===== config.mk =====
export PLATFORM = sky130hd
export DESIGN_NAME = exe_unit_seq
export DESIGN_NICKNAME = d
export VERILOG_FILES = /design/src/rtl/exe_unit_pkg.sv /design/src/rtl/crc_serial_core.sv /design/src/rtl/exe_unit_seq.sv
export SDC_FILE = /design/constraint.sdc
export NUM_CORES = 1
export LEC_CHECK = 0
export CORE_AREA = 3 3 73 75
export CTS_CLUSTER_SIZE = 20
export DETAILED_ROUTE_END_ITERATION = 8
export DIE_AREA = 0 0 76 78
export PLACE_DENSITY = 0.74
export SYNTH_ARGS = -nofsm -noshare
export SYNTH_HDL_FRONTEND = slang
export SYNTH_SLANG_ARGS = --single-unit

===== constraint.sdc =====
create_clock -name i_clk -period 4.74 [get_ports i_clk]
set_clock_uncertainty 0.1 [all_clocks]
set_input_delay 1.422 -clock i_clk [delete_from_list [all_inputs] [get_ports i_clk]]
set_output_delay 1.422 -clock i_clk [all_outputs]
set_load 0.02 [all_outputs]

===== src/rtl/exe_unit_pkg.sv =====
// Shared types and helpers for the sequential execution unit.
package exe_unit_pkg;

  // Opcode map; values above OP_CRC4 are illegal and execute as OP_SUB.
  typedef enum logic [3:0] {
    OP_SUB       = 4'd0,
    OP_OR        = 4'd1,
    OP_NOR       = 4'd2,
    OP_SRA_A     = 4'd3,
    OP_SRA_B     = 4'd4,
    OP_SRL_A     = 4'd5,
    OP_SRL_B     = 4'd6,
    OP_POPC      = 4'd7,
    OP_U2U1      = 4'd8,
    OP_GRAY      = 4'd9,
    OP_THERM_ENC = 4'd10,
    OP_THERM_DEC = 4'd11,
    OP_CRC3      = 4'd12,
    OP_CRC4      = 4'd13
  } op_e;

  typedef enum logic [1:0] {
    IDLE = 2'd0,
    CALC = 2'd1,
    DONE = 2'd2
  } state_e;

  localparam int OP_LAST  = 13;
  localparam int CRC_KMAX = 4;

  // Number of set bits in a word of up to 32 bits.
  function automatic logic [5:0] popcount(input logic [31:0] v);
    logic [5:0] c;
    c = '0;
    for (int i = 0; i < 32; i++) c = c + 6'(v[i]);
    return c;
  endfunction

endpackage


===== src/rtl/crc_serial_core.sv =====
// Bit-serial CRC engine: loads a data word and polynomial, then consumes one
// data bit per clock (MSB first) for WIDTH clocks. K is KMAX or KMAX-1.
module crc_serial_core #(
  parameter int WIDTH = 4,
  parameter int KMAX  = 4
) (
  input  logic            i_clk,
  input  logic            i_rst,
  input  logic            i_load,
  input  logic [WIDTH-1:0] i_data,
  input  logic [KMAX-1:0] i_poly,
  input  logic            i_kmax,
  output logic            o_last,
  output logic [KMAX-1:0] o_crc_next
);

  localparam int CW = $clog2(WIDTH + 1);

  logic [CW-1:0]    cnt_q, cnt_d;
  logic [WIDTH-1:0] shreg_q, shreg_d;
  logic [KMAX-1:0]  crc_q, crc_d;
  logic [KMAX-1:0]  poly_q, poly_d;
  logic             kmax_q, kmax_d;
  logic [KMAX-1:0]  mask;
  logic             top_bit;
  logic             fb;

  // One LFSR step on the current head bit; the mask drops x^K for K=KMAX-1.
  always_comb begin
    mask       = kmax_q ? {KMAX{1'b1}} : {1'b0, {(KMAX-1){1'b1}}};
    top_bit    = kmax_q ? crc_q[KMAX-1] : crc_q[KMAX-2];
    fb         = shreg_q[WIDTH-1] ^ top_bit;
    o_crc_next = ({crc_q[KMAX-2:0], 1'b0} ^ (fb ? poly_q : {KMAX{1'b0}})) & mask;
    o_last     = (cnt_q == CW'(1));
  end

  // Load a new job, or advance one bit while bits remain.
  always_comb begin
    cnt_d   = cnt_q;
    shreg_d = shreg_q;
    crc_d   = crc_q;
    poly_d  = poly_q;
    kmax_d  = kmax_q;
    if (i_load) begin
      cnt_d   = CW'(WIDTH);
      shreg_d = i_data;
      crc_d   = '0;
      poly_d  = i_poly;
      kmax_d  = i_kmax;
    end else if (cnt_q != '0) begin
      cnt_d   = cnt_q - CW'(1);
      shreg_d = {shreg_q[WIDTH-2:0], 1'b0};
      crc_d   = o_crc_next;
    end
  end

  // Bit counter is the only control state; reset aborts a running job.
  always_ff @(posedge i_clk) begin
    if (i_rst) cnt_q <= '0;
    else       cnt_q <= cnt_d;
  end

  // Data registers are only meaningful while the counter runs.
  always_ff @(posedge i_clk) begin
    shreg_q <= shreg_d;
    crc_q   <= crc_d;
    poly_q  <= poly_d;
    kmax_q  <= kmax_d;
  end

endmodule


===== src/rtl/exe_unit_seq.sv =====
// Handshaked execution unit: single-cycle ALU ops complete on the accept edge,
// CRC-3/CRC-4 run bit-serially for WIDTH clocks. One registered output stage.
module exe_unit_seq
  import exe_unit_pkg::*;
#(
  parameter int WIDTH = 4,
  parameter int OPW   = 4
) (
  input  logic             i_clk,
  input  logic             i_rst,
  input  logic             i_valid,
  output logic             o_ready,
  input  logic [WIDTH-1:0] i_argA,
  input  logic [WIDTH-1:0] i_argB,
  input  logic [OPW-1:0]   i_oper,
  output logic             o_valid,
  input  logic             i_ready,
  output logic [WIDTH-1:0] o_result,
  output logic             o_ZF,
  output logic             o_SF,
  output logic             o_PF,
  output logic             o_OF,
  output logic             o_ILL
);

  state_e state_q, state_d;

  logic                    accept;
  logic                    is_ill;
  logic                    is_crc;
  op_e                     op_eff;
  logic signed [WIDTH-1:0] a_s, b_s;
  logic [WIDTH-1:0]        alu_r;
  logic                    alu_of;
  logic                    therm_run;

  logic                    crc_last;
  logic [CRC_KMAX-1:0]     crc_next;

  logic                    load;
  logic [WIDTH-1:0]        new_r;
  logic                    new_of, new_ill;

  logic [WIDTH-1:0]        result_q, result_d;
  logic                    zf_q, zf_d, sf_q, sf_d, pf_q, pf_d;
  logic                    of_q, of_d, ill_q, ill_d;

  assign accept = i_valid & o_ready;
  assign a_s    = $signed(i_argA);
  assign b_s    = $signed(i_argB);

  // Opcode decode; illegal opcodes fall back to subtraction.
  always_comb begin
    is_ill = (i_oper > OPW'(OP_LAST));
    op_eff = is_ill ? OP_SUB : op_e'(i_oper[3:0]);
    is_crc = (op_eff == OP_CRC3) | (op_eff == OP_CRC4);
  end

  // Single-cycle datapath, evaluated directly on the presented operands.
  always_comb begin
    alu_r     = '0;
    alu_of    = 1'b0;
    therm_run = 1'b1;
    case (op_eff)
      OP_SUB: begin
        alu_r  = i_argA - i_argB;
        alu_of = (i_argA[WIDTH-1] ^ i_argB[WIDTH-1]) & (alu_r[WIDTH-1] ^ i_argA[WIDTH-1]);
      end
      OP_OR:    alu_r = i_argA | i_argB;
      OP_NOR:   alu_r = ~(i_argA | i_argB);
      OP_SRA_A: alu_r = a_s >>> 1;
      OP_SRA_B: alu_r = b_s >>> 1;
      OP_SRL_A: alu_r = i_argA >> 1;
      OP_SRL_B: alu_r = i_argB >> 1;
      OP_POPC:  alu_r = WIDTH'(popcount(32'(i_argA))) + WIDTH'(popcount(32'(i_argB)));
      OP_U2U1:  alu_r = i_argA[WIDTH-1] ? (i_argA - WIDTH'(1)) : i_argA;
      OP_GRAY: begin
        // Binary bit i is the parity of Gray bits i..MSB.
        for (int i = 0; i < WIDTH; i++) alu_r[i] = ^(i_argA >> i);
      end
      OP_THERM_ENC: begin
        for (int i = 0; i < WIDTH; i++) alu_r[i] = (32'(i_argA) > 32'(i));
      end
      OP_THERM_DEC: begin
        for (int i = 0; i < WIDTH; i++) begin
          if (therm_run & i_argA[i]) alu_r = alu_r + WIDTH'(1);
          else                       therm_run = 1'b0;
        end
      end
      default: alu_r = '0;
    endcase
  end

  crc_serial_core #(
    .WIDTH (WIDTH),
    .KMAX  (CRC_KMAX)
  ) u_crc (
    .i_clk      (i_clk),
    .i_rst      (i_rst),
    .i_load     (accept & is_crc),
    .i_data     (i_argA),
    .i_poly     (i_argB[CRC_KMAX-1:0]),
    .i_kmax     (op_eff == OP_CRC4),
    .o_last     (crc_last),
    .o_crc_next (crc_next)
  );

  // FSM state register.
  always_ff @(posedge i_clk) begin
    if (i_rst) state_q <= IDLE;
    else       state_q <= state_d;
  end

  // FSM next state; DONE can chain straight into the next job.
  always_comb begin
    state_d = state_q;
    case (state_q)
      IDLE: if (accept) state_d = is_crc ? CALC : DONE;
      CALC: if (crc_last) state_d = DONE;
      DONE: if (i_ready) state_d = accept ? (is_crc ? CALC : DONE) : IDLE;
      default: state_d = IDLE;
    endcase
  end

  // FSM outputs.
  always_comb begin
    o_valid = (state_q == DONE);
    o_ready = (state_q == IDLE) | ((state_q == DONE) & i_ready);
  end

  // Select what, if anything, lands in the output stage this cycle.
  always_comb begin
    load    = 1'b0;
    new_r   = alu_r;
    new_of  = alu_of;
    new_ill = is_ill;
    if (accept & ~is_crc) begin
      load = 1'b1;
    end else if ((state_q == CALC) & crc_last) begin
      load    = 1'b1;
      new_r   = WIDTH'(crc_next);
      new_of  = 1'b0;
      new_ill = 1'b0;
    end
  end

  // Output stage next values; flags are derived from the result being stored.
  always_comb begin
    result_d = result_q;
    zf_d     = zf_q;
    sf_d     = sf_q;
    pf_d     = pf_q;
    of_d     = of_q;
    ill_d    = ill_q;
    if (load) begin
      result_d = new_r;
      zf_d     = (new_r == '0);
      sf_d     = new_r[WIDTH-1];
      pf_d     = ~^new_r;
      of_d     = new_of;
      ill_d    = new_ill;
    end
  end

  // Output stage registers; cleared on reset so an aborted job leaves nothing.
  always_ff @(posedge i_clk) begin
    if (i_rst) begin
      result_q <= '0;
      zf_q     <= 1'b0;
      sf_q     <= 1'b0;
      pf_q     <= 1'b0;
      of_q     <= 1'b0;
      ill_q    <= 1'b0;
    end else begin
      result_q <= result_d;
      zf_q     <= zf_d;
      sf_q     <= sf_d;
      pf_q     <= pf_d;
      of_q     <= of_d;
      ill_q    <= ill_d;
    end
  end

  assign o_result = result_q;
  assign o_ZF     = zf_q;
  assign o_SF     = sf_q;
  assign o_PF     = pf_q;
  assign o_OF     = of_q;
  assign o_ILL    = ill_q;

endmodule


==> impl_metrics.env <==
export IMPL_status="finished with violations"
export IMPL_violations="negative setup slack"
export IMPL_start_kind="input pin"
export IMPL_syn_area_um2=2390
export IMPL_synthSimpleGateAreaFrac_pct=19.8
export IMPL_fin_crit_ns=4.98
export IMPL_critPathArrivalTime_ns=5.02
export IMPL_met1_length_um=2720
export IMPL_die_area_um2=5930
export IMPL_hold_class="flip-flop to flip-flop"
export IMPL_synth_cells=266
export IMPL_synthXorXnorAreaFrac_pct=5.50
export IMPL_dr_wl_met3_um=268
export IMPL_pin_count=27
export IMPL_antenna_found_initial=0
export IMPL_highest_layer="met4"
export IMPL_synthAdderAreaFrac_pct=17.3
export IMPL_ys_ff_latch=26
export IMPL_setup_violations=2
export IMPL_dieWidth_um=76
export IMPL_cp_required_ns=4.79
export IMPL_hold_viol=0
export IMPL_avgViaCountPerCell=5.60
export IMPL_grt_pass1_vias=2014
export IMPL_ys_async_sr_fraction_pct=0
export IMPL_stdcell_count=373
export IMPL_final_nets=353
export IMPL_via_count=2090
export IMPL_synth_edf_count=9
export IMPL_routedWlPerCell_um=15.8
export IMPL_min_period_over_period_pct=105
export IMPL_yosys_cell_types_count=65
export IMPL_totalWireLength_um=5880
export IMPL_worst_slew_pin_transition_ns=0.656
export IMPL_grt_max_degree=18
export IMPL_synth_area_per_cell_um2=8.98
export IMPL_initial_core_util_pct=50.6
export IMPL_cap_violations=0
export IMPL_num_rows=25
export IMPL_drc=0
export IMPL_power_per_cell_area_nw_per_um2=341
export IMPL_hp_start="o_ZF$_SDFFE_PP0P_"
export IMPL_dr_pass1_iters=6
export IMPL_reg2reg_depth=10
export IMPL_final_util_pct=62.1
export IMPL_synth_mux_area_share_pct=5.71
export IMPL_worstPathMaxFanout=2
export IMPL_finalMaxSlewViolations=0
export IMPL_yosysWarnings=0
export IMPL_gp_congestion=0.960
export IMPL_place_hpwl_um=4500
export IMPL_cts_root_buf="clkbuf_8"
export IMPL_antenna_cells=0
export IMPL_r2r_start="u_crc.cnt_q[1]$_SDFFE_PP0P_"
export IMPL_grt_usage_pct=19.6
export IMPL_grt_pass1_wl_um=9560
export IMPL_clkSlewWorstSetupHoldPaths_ns=0.09
export IMPL_leakagePower_nw=1.22
export IMPL_ir_drop_uv=184
export IMPL_dpl_instance_area_um2=2820
export IMPL_fmax_mhz=201
export IMPL_numCtsBuffers=3
export IMPL_worst_r2r_endpoint="o_PF$_SDFFE_PP0P_"
export IMPL_dp_cells=367
export IMPL_end_kind="flip-flop"
export IMPL_layout_setup_ws_ns=-0.239
export IMPL_numClockSinks=26
export IMPL_slew_headroom_pct=56.1
export IMPL_drt_iter0_markers=129
export IMPL_post_place_ws_ns=-0.949
export IMPL_route_met2_wl_um=2750
export IMPL_area_growth_pct=22.8
export IMPL_r2r_slack_ns=2.39
export IMPL_final_cell_mix="ha_1 (23), clkdlybuf4s50_1 (23), buf_4 (22)"
export IMPL_rsz0062_at_grt="true"
export IMPL_ant_nets=0
export IMPL_whs_endpoint="o_ZF$_SDFFE_PP0P_"
export IMPL_ys_flop_type="dfxtp_1"
export IMPL_coreArea_um2=4720
export IMPL_htree_levels=1
export IMPL_syn_nets=312
export IMPL_synth_top_family_by_area="simple AND/OR/NAND/NOR gates"
export IMPL_numPortBuffers=26
export IMPL_synth_compound_area_share_pct=19.6
export IMPL_critPathKind="input pin to flip-flop"
export IMPL_insertion_delay_ns=0.27
export IMPL_holdPathStages=2
export IMPL_grt_ovfl_total=0
export IMPL_holdWs_ns=0.359
export IMPL_die_h_um=78
export IMPL_cts_max_path_buffers=2
export IMPL_synth_seq_area_share_pct=25.5
export IMPL_finalInstanceArea_um2=2940
export IMPL_drive_above_1_share_pct=16.7
export IMPL_cts_tree="done"
export IMPL_holdBufCountCts=0
==> per-layer routing <==
| metal | GRT usage (%) | vias up |
|---|---|---|
| met1 | 26.1 | 978 |
| met2 | 33.2 | 72 |
| met5 | 0 | - |
| met3 | 3.02 | 14 |
| met4 | 5.07 | 0 |
| li1 | - | 1026 |
==> cell usage after synthesis, types with 4 or more instances <==
| cell type | count | area [um2] |
|---|---|---|
| o211ai_1 | 4 | 30.0 |
| xnor2_1 | 7 | 61.3 |
| nand2b_1 | 5 | 31.3 |
| nand2_1 | 21 | 78.8 |
| nor2b_1 | 8 | 50.1 |
| mux2i_1 | 8 | 80.1 |
| nand3_1 | 11 | 55.1 |
| dfxtp_1 | 17 | 340 |
| edfxtp_1 | 9 | 270 |
| buf_4 | 4 | 30.0 |
| a21oi_1 | 18 | 90.1 |
| ha_1 | 25 | 313 |
| nor3_1 | 6 | 30.0 |
| fa_1 | 5 | 100 |
| buf_2 | 4 | 20.0 |
| xor2_1 | 8 | 70.1 |
| nor2_1 | 12 | 45.0 |
| inv_1 | 20 | 75.1 |
| o21ai_0 | 4 | 20.0 |
==> sequential cells by signal (all words and copies together) (netlist names) <==
register	cells
u_crc.shreg_q	4
u_crc.crc_q	4
u_crc.kmax_q	1
o_ILL	1
o_PF	1
state_q	2
u_crc.cnt_q	3
o_ZF	1
o_OF	1
o_result	4
u_crc.poly_q	4
==> power breakdown <==
group / total [mW] / internal, mW / switching (mW)
Clock: 0.185 / 0.113 / 0.0716
Sequential: 0.335 / 0.295 / 0.0401
Combinational: 0.481 / 0.226 / 0.255
Total: 1.00 / 0.635 / 0.366
==> per-stage QoR <==
step	power (mW)	setup TNS [ns]
6_report	1.00	-0.280
5_1_grt	1.07	-0.447
4_1_cts	0.989	-0.569
3_5_place_dp	0.799	-2.61
3_3_place_gp	0.787	-1.89
2_1_floorplan	0.670	-0.178
==> area by class of cell <==
cell class | instances | area, um2
multi-input cells | 206 | 1660
flip-flops and latches | 26 | 611
well taps | 67 | 83.8
clock buffers | 3 | 41.3
fillers | 398 | 1790
repair buffers | 48 | 423
clock inverters | 1 | 30.0
inverters | 22 | 82.6
==> critical path, stage by stage <==
cell     delay (ns)
buf_6          0.10
fa_1           0.56
inv_2          0.04
fa_1           0.49
fa_1           0.54
inv_2          0.05
ha_4           0.15
fa_2           0.51
nand2_1        0.05
mux2i_1        0.14
a32o_2         0.18
nor3_4         0.05
o22a_1         0.22
ha_4           0.22
xnor2_1        0.11
mux2i_1        0.13
nor2_1         0.05
==> timing repair <==
item | CTS | global route
gates cloned | 0 | 0
gates resized for setup | 15 | 5
pin swaps | 9 | 8
setup buffers | 1 | 1
endpoints found under the setup margin | 4 | 2
==> logic make-up (layout without fill, tap and decap cells) <==
group,after synthesis,in the layout
DFF,26,26
buffers and inverters,34,74
adders and majority gates,30,30
xor gates and xnor gates,15,15
AOI/OAI and AO/OA,63,63
and+or+nand+nor,85,85
muxes,13,13
==> worst max path at each step <==
stage / startpoint / end / cells past startpoint
final: i_argA[0] / o_PF$_SDFFE_PP0P_ / 17
after global routing: i_argA[0] / o_PF$_SDFFE_PP0P_ / 17
after CTS: i_argA[3] / o_PF$_SDFFE_PP0P_ / 17
after detailed placement: i_argA[0] / o_PF$_SDFFE_PP0P_ / 17
after global placement: i_argA[0] / o_PF$_SDFFE_PP0P_ / 17
after floorplan: i_argA[0] / o_PF$_SDFFE_PP0P_ / 16
Note: power is estimated with default switching activity, not from simulation.
==> RTL edit 1, RTL diff (same flow settings) <==
Reset style: asynchronous (`i_rst`), changed in 3 clocked blocks.
--- a/src/rtl/crc_serial_core.sv
+++ b/src/rtl/crc_serial_core.sv
@@ -55,7 +55,7 @@
   end
 
   // Bit counter is the only control state; reset aborts a running job.
-  always_ff @(posedge i_clk) begin
+  always_ff @(posedge i_clk or posedge i_rst) begin
     if (i_rst) cnt_q <= '0;
     else       cnt_q <= cnt_d;
   end
--- a/src/rtl/exe_unit_seq.sv
+++ b/src/rtl/exe_unit_seq.sv
@@ -106,7 +106,7 @@
   );
 
   // FSM state register.
-  always_ff @(posedge i_clk) begin
+  always_ff @(posedge i_clk or posedge i_rst) begin
     if (i_rst) state_q <= IDLE;
     else       state_q <= state_d;
   end
@@ -163,7 +163,7 @@
   end
 
   // Output stage registers; cleared on reset so an aborted job leaves nothing.
-  always_ff @(posedge i_clk) begin
+  always_ff @(posedge i_clk or posedge i_rst) begin
     if (i_rst) begin
       result_q <= '0;
       zf_q     <= 1'b0;
Formal check against the unedited RTL: differs if i_rst is asserted again (counterexample within 4 cycles, from zero or initial values and one cycle with i_rst high); with i_rst held inactive, the same outputs for 10 cycles.
==> RTL edit 1 against the original RTL <==
The flow still finishes with violations (negative setup slack); worst setup slack improved by 57 ps; core utilization decreased by 0.56 points; die area unchanged; synthesized area decreased by 0.84%; critical endpoint is now o_PF$_DFFE_PP0P_; sequential share of layout area increased by 2.4 points; synthesized cell count decreased by 2.6%; power increased by 7.5%; cell count decreased by 1.9%; sequential cell count unchanged; wire length decreased by 2.4%; final area decreased by 0.90%.
==> RTL edit 1: results (changes against the original RTL) <==
| Metric | Value |
|---|---|
| Status | `finished with violations (unchanged)` |
| Failing checks | `negative setup slack (unchanged)` |
| Leak pwr | `1.242 nW (was 1.222 nW)` |
| Placed instance area | `2783 um2 (was 2821 um2)` |
| Critical Path AT | `4970 ps (was 5020 ps)` |
| Detail Placement HPWL | `4595 um (was 4500 um)` |
| Sequential-to-total area share from yosys stat | `0.2851 (was 0.2555)` |
| Async S/R FF share, synth | `0.5000 (was 0)` |
| # diodes | `0 (unchanged)` |
| Drt via density | `5.626 (was 5.603)` |
| Detailed Routing Iterations Pass 1 | `4 (was 6)` |
| Reg power frac | `0.334 (was 0.335)` |
| Sw frac | `0.3751 (was 0.3660)` |
| Final setup violation count | `1 (was 2)` |
| Initial DRC Count | `165 (was 129)` |
| Layout cells sized above 1 | `0.1706 (was 0.1667)` |
| Total track usage | `0.2002 (was 0.1956)` |
| Clock group share of total power | `0.173 (was 0.184)` |
| First-pass GRT wire length | `9646 um (was 9556 um)` |
| Sequential power | `0.359 mW (was 0.335 mW)` |
| Vias in the first global route | `1,982 (was 2,014)` |
| Maximum clock insertion buffer count | `2 (unchanged)` |
| Fin worst setup slack | `-181.7 ps (was -238.6 ps)` |
| Cells on worst reg2reg path | `9 (was 10)` |
| Worst-Margin Slew | `648.2 ps (was 656.2 ps)` |
| Crit path largest cell delay | `520 ps (was 560 ps)` |
| Final net count | `345 (was 353)` |
| Gp weighted congestion | `0.9755 (was 0.9595)` |
==> RTL edit 1: layer usage <==
layer / global-route usage / wire length, um / vias up
met5: 0 / 0 / -
met1: 0.2457 / 2468 / 956
met2: 0.3528 / 2811 / 80
met4: 0.07790 / 172 / 0
li1: - / - / 1003
met3: 0.03132 / 288 / 20
==> RTL edit 1: path summary, 6_finish.rpt <==
check,start,slack (ps),to
worst min register to register,u_crc.crc_q[0]$_SDFFE_PP0P_,370,u_crc.crc_q[0]$_SDFFE_PP0P_
worst max-delay path,i_argA[1],-180,o_PF$_DFFE_PP0P_
worst min-delay path,u_crc.crc_q[0]$_SDFFE_PP0P_,370,u_crc.crc_q[0]$_SDFFE_PP0P_
worst max register to register,u_crc.cnt_q[1]$_DFFE_PP0P_,2350,o_PF$_DFFE_PP0P_
min in group asynchronous,i_rst,1380,state_q[0]$_DFFE_PP0P_
max in group asynchronous,i_rst,2830,state_q[1]$_DFFE_PP0P_
==> RTL edit 1: timing repair <==
action	CTS	global route
endpoints found under the setup margin	3	3
pin swaps	9	10
resized for setup	18	5
setup buffers	1	2
gates cloned	0	0
==> RTL edit 1: cells by family after synthesis <==
| group | count (synthesis) | share of synthesized area |
|---|---|---|
| AO/OA/AOI/OAI | 62 | 0.1969 |
| XOR/XNOR | 18 | 0.06969 |
| adder cells (fa/ha/maj) | 29 | 0.1690 |
| buffers and inverters | 35 | 0.07391 |
| flip-flops | 26 | 0.2851 |
| multiplexers | 5 | 0.02218 |
| AND/OR/NAND/NOR | 84 | 0.1832 |
==> RTL edit 1: worst max-delay path, delay by kind of cell <==
| family | cells | cell delay, ps |
|---|---|---|
| adder cells (fa/ha/maj) | 6 | 2450 |
| AO/OA/AOI/OAI | 3 | 590 |
| buffers and inverters | 3 | 200 |
| AND/OR/NAND/NOR | 2 | 170 |
| XOR/XNOR | 1 | 160 |
==> RTL edit 1: through the flow <==
step / setup TNS (ps) / worst slack (ps) / util / std cells / hold WS, ps
after global routing: -430.4 / -323.2 / 0.6159 / 366 / 418.4
after detailed placement: -2549 / -811.4 / 0.5891 / 360 / 355.1
after CTS: -461.6 / -342.5 / 0.6082 / 365 / 368.7
after floorplan: -130.1 / -130.1 / - / 259 / 343.6
after global placement: -2089 / -721.8 / 0.5891 / 360 / 354.7
final: -181.7 / -181.7 / 0.6159 / 366 / 367.9
==> RTL edit 1: area by class of cell <==
type | count | area (um2)
fill | 405 | 1814
clock buffer | 3 | 41.29
inverter | 24 | 90.09
sequential | 26 | 675.6
multi-input combinational | 198 | 1579
clock inverter | 1 | 30.03
timing repair buffer | 47 | 409.1
tap | 67 | 83.83
==> RTL edit 2, RTL diff (same flow settings) <==
Made on the original files. Encoding of `state_e`: now one-hot (3 bits for 3 states).
--- a/src/rtl/exe_unit_pkg.sv
+++ b/src/rtl/exe_unit_pkg.sv
@@ -19,10 +19,10 @@
     OP_CRC4      = 4'd13
   } op_e;
 
-  typedef enum logic [1:0] {
-    IDLE = 2'd0,
-    CALC = 2'd1,
-    DONE = 2'd2
+  typedef enum logic [2:0] {
+    IDLE = 3'b001,
+    CALC = 3'b010,
+    DONE = 3'b100
   } state_e;
 
   localparam int OP_LAST  = 13;
Function: same outputs for any inputs over 10 cycles, from zero or initial values and one cycle with i_rst high; not proved beyond that.
==> RTL edit 2 against the original RTL <==
Synthesized area is 4.1% higher; wire length is 5.4% higher; cell count is 4.8% higher; sequential cell count is 1 higher; final area is 3.2% higher; combinational power is 4.2% lower; power is 6.4% lower; critical path type unchanged; the run still ends with negative setup slack left; via count is 6.0% higher; worst setup slack worse by 130 ps.
==> RTL edit 2: results (changes against the original RTL) <==
| Metric | Value |
|---|---|
| Worst slack, placed | `-1040 ps (was -949.5 ps)` |
| Met1 usage | `0.2958 (was 0.2610)` |
| Detail Placement HPWL | `4771 um (was 4500 um)` |
| Reg2Reg Setup Slack | `2200 ps (was 2390 ps)` |
| Synth area leaders | `dfxtp_1, ha_1, edfxtp_1, inv_1, fa_1 (was dfxtp_1, ha_1, edfxtp_1, fa_1, a21oi_1)` |
| R2r startpoint | `u_crc.kmax_q$_DFFE_PP_ (was u_crc.cnt_q[1]$_SDFFE_PP0P_)` |
| Initial DRC Count | `284 (was 129)` |
| Fin worst setup slack | `-369.1 ps (was -238.6 ps)` |
| Detailed Routing Iterations Pass 1 | `4 (was 6)` |
| Crit path from | `i_argA[1] (was i_argA[0])` |
| Gp weighted congestion | `0.9535 (was 0.9595)` |
| Critical Path AT | `5170 ps (was 5020 ps)` |
| Slew headroom | `0.5348 (was 0.5612)` |
| Grt met2 use | `0.3644 (was 0.3316)` |
| Synth unique cells | `58 (was 65)` |
| WL final | `6199 um (was 5883 um)` |
| Leak pwr | `1.268 nW (was 1.222 nW)` |
| Met3 Resource Use GR | `0.03712 (was 0.03016)` |
| Placed instance area | `2942 um2 (was 2821 um2)` |
| Wire per inst | `15.85 um (was 15.77 um)` |
| Final setup violation count | `2 (unchanged)` |
| First-pass GRT wire length | `10,730 um (was 9556 um)` |
| Min-Delay Startpoint | `o_OF$_SDFFE_PP0P_ (was o_ZF$_SDFFE_PP0P_)` |
| Peak supply drop | `0.2548 mV (was 0.1842 mV)` |
| Crit path largest cell delay | `540 ps (was 560 ps)` |
| Sequential-to-total area share from yosys stat | `0.2535 (was 0.2555)` |
| Failing checks | `negative setup slack (unchanged)` |
| Final net count | `372 (was 353)` |
| Status | `finished with violations (unchanged)` |
| Setup TNS | `-484.3 ps (was -280.3 ps)` |
| Hold_ws | `379.1 ps (was 359.4 ps)` |
RTL edit 2: worst paths after layout:
check / cells after the start / end
worst max-delay path: 17 / o_PF$_SDFFE_PP0P_
worst min-delay path: 2 / o_OF$_SDFFE_PP0P_
worst max register to register: 9 / o_PF$_SDFFE_PP0P_
worst min register to register: 2 / o_OF$_SDFFE_PP0P_
RTL edit 2: kinds of logic after synthesis:
logic type / synth area share
compound gates: 0.2057
xor+xnor: 0.05986
fa+ha+maj: 0.1710
buf+inv: 0.07495
flops: 0.2535
mux: 0.04628
simple gates: 0.1886
RTL edit 2: what timing repair did:
item	4_1_cts	5_1_grt
hold buffers	0	0
setup buffers	1	1
endpoints found under the setup margin	4	4
gates resized for setup	18	2
pin swaps	10	8
RTL edit 2: metal layers:
layer  up-vias  share of wire
met4         0          0.021
met3        12          0.068
li1       1091              -
met5         -              0
met1      1031           0.45
met2        82           0.46
RTL edit 2: cell type report:
type	instances	area, um2	share of cell area
Inverter	28	105.1	0.03468
Clock buffer	3	41.29	0.01363
Timing Repair Buffer	52	456.7	0.1507
Multi-Input combinational cell	213	1707	0.5632
Clock inverter	1	6.256	0.002064
Sequential cell	27	630.6	0.2081
Tap cell	67	83.83	0.02766
RTL edit 2: worst min-delay path, cell delays in order (launching register included):
cell     delay (ps)
dfxtp_1         330
nand2_1          50
a21oi_1          60
RTL edit 2: power groups by stage:
stage	clock network, mW	logic (mW)	registers, mW
final	0.135	0.461	0.341
after global routing	0.148	0.511	0.349
after CTS	0.138	0.456	0.341
after detailed placement	0	0.448	0.347
after global placement	0	0.431	0.344
after floorplan	0	0.313	0.342
